[src/rtl/spi_adc_sampler_if.sv]
// Pin and result bundle of the SPI ADC sampler: ADC pins, run control and averaged output.
interface spi_adc_sampler_if;
    logic        enable;
    logic        miso;
    logic        cs_n;
    logic        sclk;
    logic [11:0] raw_sample;
    logic [15:0] adc_data;
    logic        adc_valid;
    logic        busy;

    modport master (
        input  enable, miso,
        output cs_n, sclk, raw_sample, adc_data, adc_valid, busy
    );

    modport slave (
        output enable, miso,
        input  cs_n, sclk, raw_sample, adc_data, adc_valid, busy
    );
endinterface

[src/rtl/spi_adc_sampler.sv]
// Periodic AD7476-class conversion engine with 2^AVG_LOG2 box averaging into a
// left-justified 16-bit result word.
module spi_adc_sampler #(
    parameter int CLK_DIV       = 5,
    parameter int SAMPLE_PERIOD = 1000,
    parameter int QUIET_CYCLES  = 5,
    parameter int AVG_LOG2      = 2
) (
    input logic               clk,
    input logic               reset,
    spi_adc_sampler_if.master bus
);
    localparam int HW = $clog2(CLK_DIV);
    localparam int RW = $clog2(SAMPLE_PERIOD);
    localparam int QW = $clog2(QUIET_CYCLES + 1);
    localparam int AW = 12 + AVG_LOG2;
    localparam int CW = AVG_LOG2 + 1;

    typedef enum logic [1:0] {IDLE, CONV, QUIET} state_t;
    state_t state, state_nxt;

    logic [RW-1:0] rcnt;
    logic [HW-1:0] hcnt;
    logic [5:0]    ticks;
    logic [QW-1:0] qcnt;
    logic          sclk_q;
    logic [11:0]   shift;
    logic [AW-1:0] acc;
    logic [CW-1:0] cnt;
    logic [11:0]   raw_q;
    logic [15:0]   data_q;
    logic          valid_q;
    logic          start, hc_done, capture;
    logic [AW-1:0] sum;

    assign start   = bus.enable && (rcnt == '0);
    assign hc_done = (hcnt == HW'(CLK_DIV - 1));
    assign capture = (state == QUIET) && (qcnt == '0);
    assign sum     = acc + AW'(shift);

    always_ff @(posedge clk or posedge reset) begin
        if (reset) state <= IDLE;
        else       state <= state_nxt;
    end

    // ticks counts completed half-periods; 32 toggles, then one extra H of sclk high.
    always_comb begin
        state_nxt = state;
        case (state)
            IDLE:    if (start) state_nxt = CONV;
            CONV:    if (hc_done && ticks == 6'd32) state_nxt = QUIET;
            QUIET:   if (qcnt == QW'(QUIET_CYCLES - 1)) state_nxt = IDLE;
            default: state_nxt = IDLE;
        endcase
    end

    always_comb begin
        bus.cs_n = (state != CONV);
        bus.busy = (state != IDLE);
    end

    assign bus.sclk       = sclk_q;
    assign bus.raw_sample = raw_q;
    assign bus.adc_data   = data_q;
    assign bus.adc_valid  = valid_q;

    always_ff @(posedge clk or posedge reset) begin
        if (reset)                                              rcnt <= '0;
        else if (!bus.enable || rcnt == RW'(SAMPLE_PERIOD - 1)) rcnt <= '0;
        else                                                    rcnt <= rcnt + RW'(1);
    end

    // Only the 12 data bits are kept; the 4 leading bits shift out of the top.
    always_ff @(posedge clk or posedge reset) begin
        if (reset) begin
            hcnt   <= '0;
            ticks  <= '0;
            sclk_q <= 1'b1;
            shift  <= '0;
        end else if (state == CONV) begin
            hcnt <= hc_done ? '0 : hcnt + HW'(1);
            if (hc_done) begin
                ticks <= ticks + 6'd1;
                if (ticks < 6'd32) begin
                    sclk_q <= ~sclk_q;
                    if (!sclk_q) shift <= {shift[10:0], bus.miso};
                end
            end
        end else begin
            hcnt   <= '0;
            ticks  <= '0;
            sclk_q <= 1'b1;
        end
    end

    always_ff @(posedge clk or posedge reset) begin
        if (reset)               qcnt <= '0;
        else if (state == QUIET) qcnt <= qcnt + QW'(1);
        else                     qcnt <= '0;
    end

    always_ff @(posedge clk or posedge reset) begin
        if (reset) begin
            acc     <= '0;
            cnt     <= '0;
            raw_q   <= '0;
            data_q  <= '0;
            valid_q <= 1'b0;
        end else begin
            valid_q <= 1'b0;
            if (capture) begin
                raw_q <= shift;
                if (cnt == CW'((1 << AVG_LOG2) - 1)) begin
                    data_q  <= {sum[AW-1:AVG_LOG2], 4'h0};
                    valid_q <= 1'b1;
                    acc     <= '0;
                    cnt     <= '0;
                end else begin
                    acc <= sum;
                    cnt <= cnt + CW'(1);
                end
            end else if (state == IDLE && !bus.enable) begin
                acc <= '0;
                cnt <= '0;
            end
        end
    end
endmodule

[src/flat_wrapper.sv]
// flat-port wrapper written by rule: the top's interface ports become plain ports
module spi_adc_sampler_flat 
#(
    parameter int CLK_DIV       = 5,
    parameter int SAMPLE_PERIOD = 1000,
    parameter int QUIET_CYCLES  = 5,
    parameter int AVG_LOG2      = 2
)
  (clk, reset, bus_enable, bus_miso, bus_cs_n, bus_sclk, bus_raw_sample, bus_adc_data, bus_adc_valid, bus_busy);
  spi_adc_sampler_if bus_i ();
  input logic clk;
  input logic reset;
  input wire logic [$bits(bus_i.enable)-1:0] bus_enable;
  input wire logic [$bits(bus_i.miso)-1:0] bus_miso;
  output wire logic [$bits(bus_i.cs_n)-1:0] bus_cs_n;
  output wire logic [$bits(bus_i.sclk)-1:0] bus_sclk;
  output wire logic [$bits(bus_i.raw_sample)-1:0] bus_raw_sample;
  output wire logic [$bits(bus_i.adc_data)-1:0] bus_adc_data;
  output wire logic [$bits(bus_i.adc_valid)-1:0] bus_adc_valid;
  output wire logic [$bits(bus_i.busy)-1:0] bus_busy;
  assign bus_i.enable = bus_enable;
  assign bus_i.miso = bus_miso;
  assign bus_cs_n = bus_i.cs_n;
  assign bus_sclk = bus_i.sclk;
  assign bus_raw_sample = bus_i.raw_sample;
  assign bus_adc_data = bus_i.adc_data;
  assign bus_adc_valid = bus_i.adc_valid;
  assign bus_busy = bus_i.busy;
  spi_adc_sampler #(.CLK_DIV(CLK_DIV), .SAMPLE_PERIOD(SAMPLE_PERIOD), .QUIET_CYCLES(QUIET_CYCLES), .AVG_LOG2(AVG_LOG2)) u_core (.clk(clk), .reset(reset), .bus(bus_i));
endmodule
[config.mk]
export PLATFORM = sky130hd
export DESIGN_NAME = spi_adc_sampler_flat
export DESIGN_NICKNAME = d
export VERILOG_FILES = /design/src/rtl/spi_adc_sampler_if.sv /design/src/rtl/spi_adc_sampler.sv /design/src/flat_wrapper.sv
export SDC_FILE = /design/constraint.sdc
export NUM_CORES = 1
export LEC_CHECK = 0
export BUFFER_PORTS_ARGS = -buffer_cell sky130_fd_sc_hd__buf_2
export CAP_MARGIN = 20
export CORE_MARGIN = 1.5
export CORE_UTILIZATION = 55
export DETAILED_ROUTE_END_ITERATION = 10
export GPL_TIMING_DRIVEN = 1
export PLACE_DENSITY = 0.84
export SYNTH_ARGS = -nofsm -noshare
export SYNTH_HDL_FRONTEND = slang
export SYNTH_SLANG_ARGS = --single-unit
[constraint.sdc]
create_clock -name clk -period 6.4 [get_ports clk]
set_input_delay 0 -clock clk [delete_from_list [all_inputs] [get_ports clk]]
set_output_delay 0 -clock clk [all_outputs]
set_load 0.1 [all_outputs]
==> results.py, run 1 <==
metrics = {
    "clock_network": {
        "ctsLongestPathBuffers": 2,
        "post_cts_resized": 0,
        "sink_count_of_the_clock_tree": 79,
        "cts_root_buffer": "sky130_fd_sc_hd__clkbuf_8",
        "clock_transition_at_path_regs_ns": 0.08,
        "htree_num_levels": 3,
        "post_cts_buffers": 0,
        "tritoncts.num_buffers": 9,
        "insertion_delay_ns": 0.36,
        "cts_tree": "built",
    },
    "synth": {
        "post_synth_most_frequent_cells": "sky130_fd_sc_hd__dfrtp_1, sky130_fd_sc_hd__nand2_1, sky130_fd_sc_hd__nor2_1",
        "post_synth_num_cell_types": 50,
        "synthDominantAreaCellType": "sky130_fd_sc_hd__dfrtp_1",
        "synth-async-reset-ratio": 1.00,
        "synthesized_area_fraction_occupied_by_and_or_nand_nor_cells": 0.156,
        "synth-compound-area-share": 0.105,
        "avgSynthCellArea_um2": 10.6,
        "synth_most_common_cell": "sky130_fd_sc_hd__dfrtp_1",
        "synth_largest_type_area_fraction": 0.494,
        "synth_edf_count": 0,
        "ys_dominant_reg_cell": "sky130_fd_sc_hd__dfrtp_1",
        "synth.area.top_cells": "sky130_fd_sc_hd__dfrtp_1, sky130_fd_sc_hd__mux2_2, sky130_fd_sc_hd__ha_1",
        "synth_sequential_area_ratio": 0.500,
        "post_synth_instance_area_um2": 3960,
        "syn-instance-count": 374,
        "synth-adder-area-share": 0.0715,
        "synthXorXnorAreaFrac": 0.0487,
        "synthMuxAreaShare": 0.0740,
        "synth.yosys.warnings": 0,
        "synth_top_family_by_area": "simple AND/OR/NAND/NOR gates",
        "yosys_register_bits": 79,
    },
    "final_layout": {
        "diodes": 0,
        "final_layout_size_suffix_gt1_frac": 0.206,
        "layout.area.seq_um2": 1980,
        "multi_input_area_um2": 1810,
        "final.fill_count": 550,
        "postLayoutCoreUtil": 0.648,
        "synthToLayoutAreaGrowth_pct": 12.5,
        "design.final.nets": 434,
    },
    "placement": {
        "pre_cts_slack_ns": 3.85,
        "buffer_ports.inserted": 31,
        "gp_congestion": 0.830,
        "dp_hpwl_mm": 5.11,
    },
    "drt": {
        "drt-pass1-iter-count": 5,
        "vias": 2870,
        "antenna_violating_nets_post_route": 0,
        "drt-initial-drc-count": 167,
        "totalWireLength_mm": 7.87,
        "route.detailed.wl_per_inst_um": 15.5,
        "via_per_inst": 5.65,
        "remaining_drc_errors": 0,
    },
    "pwr": {
        "max-vdd-ir-drop_mv": 0.228,
        "p_per_area_nw_per_um2": 275,
        "total_leakage_power_nw": 2.24,
    },
    "timing": {
        "rsz0062_at_grt": "false",
        "maxSlewViolCount": 0,
        "setup_viol": 0,
        "final_critical_path_setup_slack_ns": 3.84,
        "maxSlewHeadroom": 0.335,
        "final_min_period_over_clock_period": 0.400,
        "timing.clock.skew_ns": 0.0147,
        "final.setup.tns_ns": 0,
        "timing.final.hold_violations": 0,
        "period_needed_ns": 2.56,
        "timing.fmax_ghz": 0.390,
        "tightest_slew_ns": 0.997,
    },
    "floorplanning": {
        "fp-row-count": 30,
        "die_height_um": 87.8,
        "core_area_um2": 6870,
        "fp.dieArea_um2": 7710,
        "num_io_pins": 36,
        "dieWidth_um": 87.8,
        "initial_core_util": 0.576,
    },
    "critical_path": {
        "timing.critical_path.arrival_ns": 2.82,
        "path_class": "reg -> reg",
        "worst_reg_to_reg_cells": 5,
        "worstSetupStartpointType": "flip-flop",
        "worst-endpoint-required_ns": 6.65,
        "critPathCaptureType": "flip-flop",
        "path_max_fanout": 15,
    },
    "global_route": {
        "pin_count_of_the_biggest_net_entering_global_routing": 80,
        "globalRoute.totalOverflow": 0,
        "grt_antenna_before_repair": 0,
        "grt_pass1_wl_mm": 13.3,
        "grt_util_all_layers": 0.225,
        "first_global_vias": 2767,
    },
    "job": {
        "max_cap_violations": 0,
    },
    "worst_hold_path": {
        "worstHoldPathType": "in -> reg",
        "hold_path_depth": 3,
    },
    "run_status": {
        "outcome": "complete, no violations",
    },
}
-- path summary, 6_finish.rpt --
check / slack [ns] / startpoint / to
max: 3.84 / u_core.state[0] / u_core.bus.adc_data[4]
min: 0.41 / bus_miso / u_core.shift[0]
max reg2reg: 3.84 / u_core.state[0] / u_core.bus.adc_data[4]
min reg2reg: 0.47 / u_core.qcnt[0] / u_core.qcnt[0]
max in group asynchronous: 5.27 / reset / u_core.bus.raw_sample[11]
min in group asynchronous: 0.49 / reset / u_core.shift[0]
-- worst max-delay path, cell delays in order, from the launching register on --
cell and delay (ns):
sky130_fd_sc_hd__dfrtp_1 0.42, sky130_fd_sc_hd__nand2b_1 0.31, sky130_fd_sc_hd__nor2_4 0.46, sky130_fd_sc_hd__nand2_1 0.42, sky130_fd_sc_hd__inv_1 0.45, sky130_fd_sc_hd__mux2_2 0.39
-- per-layer routing --
metal	global-route usage	up-vias	wire length (um)
met5	0	-	0
met3	0.0349	18	376
met1	0.303	1404	3550
met2	0.353	99	3770
met4	0.115	0	173
li1	-	1349	-
-- cell usage in the layout (no fill, tap or decap), drive strengths merged, types with 4 or more instances in the layout --
cell type  instances
or3                4
dfrtp             78
o21ai             15
buf               33
mux2              26
nand3             13
a22o               8
and2               4
inv               21
ha                21
nand2             39
o21a               4
nand4              8
conb               4
bufinv             4
xor2               9
xnor2             13
a21oi             15
o211ai             4
nor2b              4
clkbuf             9
nor2              30
nor3              10
-- cell type report --
cell class,instances,area share
sequential,79,0.445
clock buffer,9,0.0278
multi-input combinational,261,0.408
timing repair buffer,36,0.0450
tap,96,0.0270
clock inverter,6,0.0301
inverter,21,0.0177
-- sequential cells by signal, indices dropped and copies added, names as in the netlist --
register	flops
u_core.ticks	6
u_core.hcnt	3
u_core.acc	14
u_core.bus.sclk	1
u_core.cnt	3
u_core.bus.raw_sample	12
u_core.bus.adc_valid	1
u_core.qcnt	3
u_core.rcnt	10
u_core.shift	12
u_core.state	2
u_core.bus.adc_data	12
-- power by group --
group          switching (W)  internal (W)
clock network       0.000183      0.000296
logic               0.000121     0.0000581
registers          0.0000307      0.000533
total               0.000335      0.000888
-- stage by stage --
step | hold WS (ns) | total power (W) | std cells | instance area (um2)
2_1_floorplan | 0.129 | 0.000716 | 377 | 3970
3_5_place_dp | 0.251 | 0.000749 | 490 | 4160
5_1_grt | 0.438 | 0.00127 | 508 | 4450
4_1_cts | 0.412 | 0.00123 | 508 | 4450
6_report | 0.415 | 0.00122 | 508 | 4450
3_3_place_gp | 0.238 | 0.000738 | 490 | 4160
-- cells by family after synthesis --
logic type / Yosys count
and+or+nand+nor: 126
DFF: 79
AOI/OAI and AO/OA: 61
buffers and inverters: 37
muxes: 26
adders and majority gates: 22
xor gates and xnor gates: 22
other: 1
-- what timing repair did --
action / 4_1_cts / 5_1_grt
endpoints found under the hold margin: 81 / 0
hold buffers: 3 / 0
endpoints found under the setup margin: 0 / 0
Note: power is estimated with default switching activity, not from simulation.
==> run 2, diff against run 1 <==
Clock period 6.4 ns to 2.4 ns, I/O delays scaled along.
==> results.py, run 2 (synthesis results as in run 1) <==
metrics = {
    "worst_hold_path": {
        "worstHoldPathType": "in -> async",
    },
    "placement": {
        "buffer_ports.inserted": 31,
        "pre_cts_slack_ns": 0.112,
        "placed_area_um2": 4200,
        "dp_hpwl_mm": 5.05,
        "gp_congestion": 0.875,
    },
    "job": {
        "max_cap_violations": 0,
    },
    "final_layout": {
        "synthToLayoutAreaGrowth_pct": 11.7,
        "final.fill_count": 517,
        "final_common_cell": "sky130_fd_sc_hd__dfrtp_1",
        "diodes": 0,
        "commonest_non_fill_non_tap_cells_in_the_layout": "sky130_fd_sc_hd__dfrtp_1, sky130_fd_sc_hd__nand2_1, sky130_fd_sc_hd__buf_2",
        "final_layout_size_suffix_gt1_frac": 0.216,
        "postLayoutCoreUtil": 0.643,
        "design.final.nets": 438,
        "register_with_the_highest_flop_count": "u_core.acc",
        "largest_register_ffs": 14,
        "stdcell_area_um2": 4420,
    },
    "global_route": {
        "first_global_vias": 2731,
        "global_route.usage.met2": 0.319,
        "grt_pass1_wl_mm": 12.7,
        "met1_usage": 0.306,
        "grtUsageMet3": 0.0386,
        "globalRoute.totalOverflow": 0,
        "grt_antenna_before_repair": 0,
        "pin_count_of_the_biggest_net_entering_global_routing": 46,
        "grt_util_all_layers": 0.217,
        "grt-busiest-layer": "met2",
    },
    "drt": {
        "drt-pass1-iter-count": 4,
        "remaining_drc_errors": 0,
        "totalWireLength_mm": 7.40,
        "via_per_inst": 5.54,
        "route.detailed.wl_per_inst_um": 14.4,
        "drt-initial-drc-count": 168,
        "vias": 2840,
        "antenna_violating_nets_post_route": 0,
    },
    "critical_path": {
        "worst-endpoint-required_ns": 2.69,
        "path_class": "reg -> reg",
        "critPathCaptureType": "flip-flop",
        "timing.critical_path.arrival_ns": 2.51,
        "path_max_fanout": 4,
        "worstSetupStartpointType": "flip-flop",
    },
    "run_status": {
        "outcome": "complete, no violations",
    },
    "clock_network": {
        "ctsLongestPathBuffers": 2,
        "clock_transition_at_path_regs_ns": 0.09,
        "htree_num_levels": 3,
        "tritoncts.num_buffers": 9,
        "sink_count_of_the_clock_tree": 79,
        "cts_tree": "built",
        "insertion_delay_ns": 0.35,
        "cts_root_buffer": "sky130_fd_sc_hd__clkbuf_8",
    },
    "floorplanning": {
        "fp-row-count": 30,
        "dieWidth_um": 87.8,
        "core_area_um2": 6870,
        "num_io_pins": 36,
        "fp.dieArea_um2": 7710,
        "die_height_um": 87.8,
        "initial_core_util": 0.576,
    },
    "timing": {
        "timing.clock.skew_ns": 0.0122,
        "timing.final.hold_violations": 0,
        "timing.fmax_ghz": 0.450,
        "period_needed_ns": 2.22,
        "setup_viol": 0,
        "tightest_slew_ns": 0.738,
        "final_critical_path_setup_slack_ns": 0.178,
        "final_min_period_over_clock_period": 0.926,
        "maxSlewViolCount": 0,
        "maxSlewHeadroom": 0.507,
        "rsz0062_at_grt": "true",
    },
    "pwr": {
        "total_leakage_power_nw": 2.23,
        "total_power_w": 0.00289,
        "max-vdd-ir-drop_mv": 0.450,
        "p_per_area_nw_per_um2": 655,
    },
}
## run 2: cell types whose count changed in the layout (fill, tap and decap cells not counted), moves of 2 or more
cell,change
sky130_fd_sc_hd__buf_4,+3
sky130_fd_sc_hd__bufinv_16,-4
sky130_fd_sc_hd__clkinvlp_4,+3
sky130_fd_sc_hd__clkbuf_8,+2
## run 2: path summary, 6_finish.rpt
path                                       from              end  slack, ns  cells past startpoint
worst min-delay path                      reset   u_core.rcnt[8]       0.32                      3
worst max register to register  u_core.shift[0]    u_core.acc[8]       0.18                      9
max in group asynchronous                 reset  u_core.shift[2]       1.41                      4
min in group clk                       bus_miso  u_core.shift[0]       0.45                      3
worst min register to register   u_core.qcnt[0]   u_core.qcnt[0]       0.47                      1
worst max-delay path            u_core.shift[0]    u_core.acc[8]       0.18                      9
## run 2: through the flow
stage               setup TNS [ns]  hold WS (ns)  cells
floorplan                        0         0.129    377
global placement                 0         0.173    494
detailed placement               0         0.181    494
CTS                              0         0.350    513
global route               -0.0189         0.416    513
finish                           0         0.316    513
## run 2: area by class of cell
type | instances | area, um2 | share of cell area
multi-input cells | 261 | 1810 | 0.410
clock inverters | 5 | 32.5 | 0.00737
flip-flops and latches | 79 | 1980 | 0.448
repair buffers | 40 | 243 | 0.0550
well taps | 96 | 120 | 0.0272
inverters | 21 | 78.8 | 0.0178
clock buffers | 11 | 151 | 0.0343
## run 2: routing by layer
metal,up-vias,routed length [um]
met2,73,3340
met4,0,187
li1,1366,-
met3,16,342
met1,1385,3530
met5,-,0
## run 2: power by group
group | switching, W | total (W) | internal, W
Sequential | 0.0000864 | 0.00151 | 0.00142
Combinational | 0.000318 | 0.000477 | 0.000160
Clock | 0.000478 | 0.000906 | 0.000428
## run 2: timing repair
item | CTS | global route
hold buffers | 3 | 0
endpoints found under the hold margin | 36 | 0
gates resized for setup | 0 | 1
setup buffers | 0 | 0
endpoints found under the setup margin | 0 | 4
## run 2: critical path, cell delays in order (launching register included)
cell and delay (ns):
sky130_fd_sc_hd__dfrtp_1 0.40, sky130_fd_sc_hd__ha_1 0.19, sky130_fd_sc_hd__inv_1 0.05, sky130_fd_sc_hd__fa_1 0.40, sky130_fd_sc_hd__nor2b_1 0.17, sky130_fd_sc_hd__o211ai_1 0.13
sky130_fd_sc_hd__a21boi_1 0.25, sky130_fd_sc_hd__o211ai_1 0.18, sky130_fd_sc_hd__a211o_1 0.33, sky130_fd_sc_hd__nand3_1 0.07
==> run 3, diff against run 2 <==
Settings changed: CORE_UTILIZATION 55 to 43, PLACE_DENSITY 0.84 to 0.7.
==> results.py, run 3 (synthesis results as in run 1) <==
metrics = {
    "floorplanning": {
        "dieWidth_um": 98.9,
        "initial_core_util": 0.449,
        "num_io_pins": 36,
        "fp.dieArea_um2": 9780,
        "core_area_um2": 8810,
        "die_height_um": 98.9,
        "fp-row-count": 34,
    },
    "timing": {
        "timing.fmax_ghz": 0.457,
        "tightest_slew_ns": 0.628,
        "timing.final.hold_violations": 0,
        "rsz0062_at_grt": "false",
        "period_needed_ns": 2.19,
        "final_critical_path_setup_slack_ns": 0.213,
        "final.setup.tns_ns": 0,
        "maxSlewHeadroom": 0.581,
        "timing.clock.skew_ns": 0.0105,
        "final_min_period_over_clock_period": 0.911,
        "setup_viol": 0,
        "maxSlewViolCount": 0,
    },
    "clock_network": {
        "insertion_delay_ns": 0.36,
        "sink_count_of_the_clock_tree": 79,
        "post_cts_buffers": 0,
        "clock_transition_at_path_regs_ns": 0.08,
        "cts_root_buffer": "sky130_fd_sc_hd__clkbuf_8",
        "htree_num_levels": 3,
        "ctsLongestPathBuffers": 2,
        "tritoncts.num_buffers": 9,
        "cts_tree": "built",
    },
    "run_status": {
        "failed_checks": "design-rule violations",
        "outcome": "finished with violations",
    },
    "global_route": {
        "pin_count_of_the_biggest_net_entering_global_routing": 29,
        "grt_antenna_before_repair": 0,
        "globalRoute.totalOverflow": 0,
        "grt_util_all_layers": 0.166,
        "first_global_vias": 2722,
        "grt_pass1_wl_mm": 13.0,
    },
    "pwr": {
        "total_leakage_power_nw": 2.23,
        "total_power_w": 0.00294,
        "p_per_area_nw_per_um2": 663,
        "max-vdd-ir-drop_mv": 0.310,
    },
    "critical_path": {
        "timing.critical_path.arrival_ns": 2.48,
        "worst_reg_to_reg_cells": 9,
        "critPathCaptureType": "flip-flop",
        "path_class": "reg -> reg",
        "r2r_startpoint": "u_core.shift[0]",
        "path_max_fanout": 4,
        "worst-endpoint-required_ns": 2.69,
        "worst_r2r_endpoint": "u_core.acc[8]",
        "reg2reg_setup_slack_ns": 0.21,
        "worstSetupStartpointType": "flip-flop",
    },
    "final_layout": {
        "postLayoutCoreUtil": 0.503,
        "design.final.nets": 437,
        "register_with_the_highest_flop_count": "u_core.acc",
        "final_common_cell": "sky130_fd_sc_hd__dfrtp_1",
        "commonest_non_fill_non_tap_cells_in_the_layout": "sky130_fd_sc_hd__dfrtp_1, sky130_fd_sc_hd__nand2_1, sky130_fd_sc_hd__buf_2",
        "diodes": 0,
        "largest_register_ffs": 14,
        "synthToLayoutAreaGrowth_pct": 12.1,
        "stdcell_area_um2": 4430,
        "final_layout_size_suffix_gt1_frac": 0.214,
        "final.fill_count": 801,
    },
    "drt": {
        "antenna_violating_nets_post_route": 0,
        "vias": 2783,
        "via_per_inst": 5.31,
        "drt-initial-drc-count": 123,
        "remaining_drc_errors": 2,
        "drt-pass1-iter-count": 7,
        "route.detailed.wl_per_inst_um": 14.4,
        "totalWireLength_mm": 7.52,
    },
    "placement": {
        "pre_cts_slack_ns": 0.192,
        "placed_area_um2": 4210,
        "gp_congestion": 0.929,
        "buffer_ports.inserted": 31,
        "dp_hpwl_mm": 5.29,
    },
    "worst_hold_path": {
        "worstHoldPathType": "in -> async",
    },
    "job": {
        "max_cap_violations": 0,
    },
}
## run 3: what timing repair did
action,CTS,global route
hold buffers,3,0
gates resized for setup,0,2
endpoints found under the hold margin,29,0
endpoints found under the setup margin,0,5
## run 3: final cells by class
cell class | count | area [um2] | area share
clock buffers | 10 | 128 | 0.0288
clock inverters | 6 | 61.3 | 0.0138
inverters | 21 | 78.8 | 0.0178
multi-input cells | 261 | 1820 | 0.410
flip-flops and latches | 79 | 1980 | 0.446
well taps | 108 | 135 | 0.0305
repair buffers | 39 | 235 | 0.0531
## run 3: stage by stage
| stage | std cells | hold WS [ns] |
|---|---|---|
| after floorplan | 377 | 0.129 |
| after global placement | 505 | 0.109 |
| after detailed placement | 505 | 0.123 |
| after CTS | 524 | 0.285 |
| after global routing | 524 | 0.320 |
| final | 524 | 0.264 |
## run 3: worst max-delay path, cell delays in order, from the launching register on
cell and delay, ns:
sky130_fd_sc_hd__dfrtp_1 0.39, sky130_fd_sc_hd__ha_1 0.18, sky130_fd_sc_hd__inv_1 0.06, sky130_fd_sc_hd__fa_1 0.41
sky130_fd_sc_hd__nor2b_1 0.18, sky130_fd_sc_hd__o211ai_1 0.15, sky130_fd_sc_hd__a21boi_1 0.20, sky130_fd_sc_hd__o211ai_1 0.17
sky130_fd_sc_hd__a211o_1 0.32, sky130_fd_sc_hd__nand3_1 0.08
## run 3: power breakdown
part / switching (W) / internal (W) / leakage, nW
sequential: 0.0000810 / 0.00142 / 1.08
combinational: 0.000308 / 0.000156 / 1.05
clock: 0.000496 / 0.000477 / 0.0960
## run 3: worst max-delay path by stage
stage                    start  slack (ns)                      end  depth (start not counted)
5_1_grt        u_core.shift[0]       0.004           u_core.acc[12]                          9
6_report       u_core.shift[0]        0.21            u_core.acc[8]                          9
3_5_place_dp   u_core.shift[0]        0.19            u_core.acc[8]                          9
2_1_floorplan            reset        0.38            u_core.acc[0]                          1
4_1_cts        u_core.shift[0]        0.18            u_core.acc[8]                          9
3_3_place_gp   u_core.shift[0]        0.28  u_core.bus.adc_data[14]                          9
## run 3: layer usage
layer / global-route usage / wire [um] / part of all wire / vias to the layer above
met4: 0.0527 / 151 / 0.020 / 0
met1: 0.225 / 3580 / 0.48 / 1349
li1: - / - / - / 1368
met2: 0.263 / 3480 / 0.46 / 48
met3: 0.0418 / 304 / 0.040 / 18
met5: 0 / 0 / 0 / -
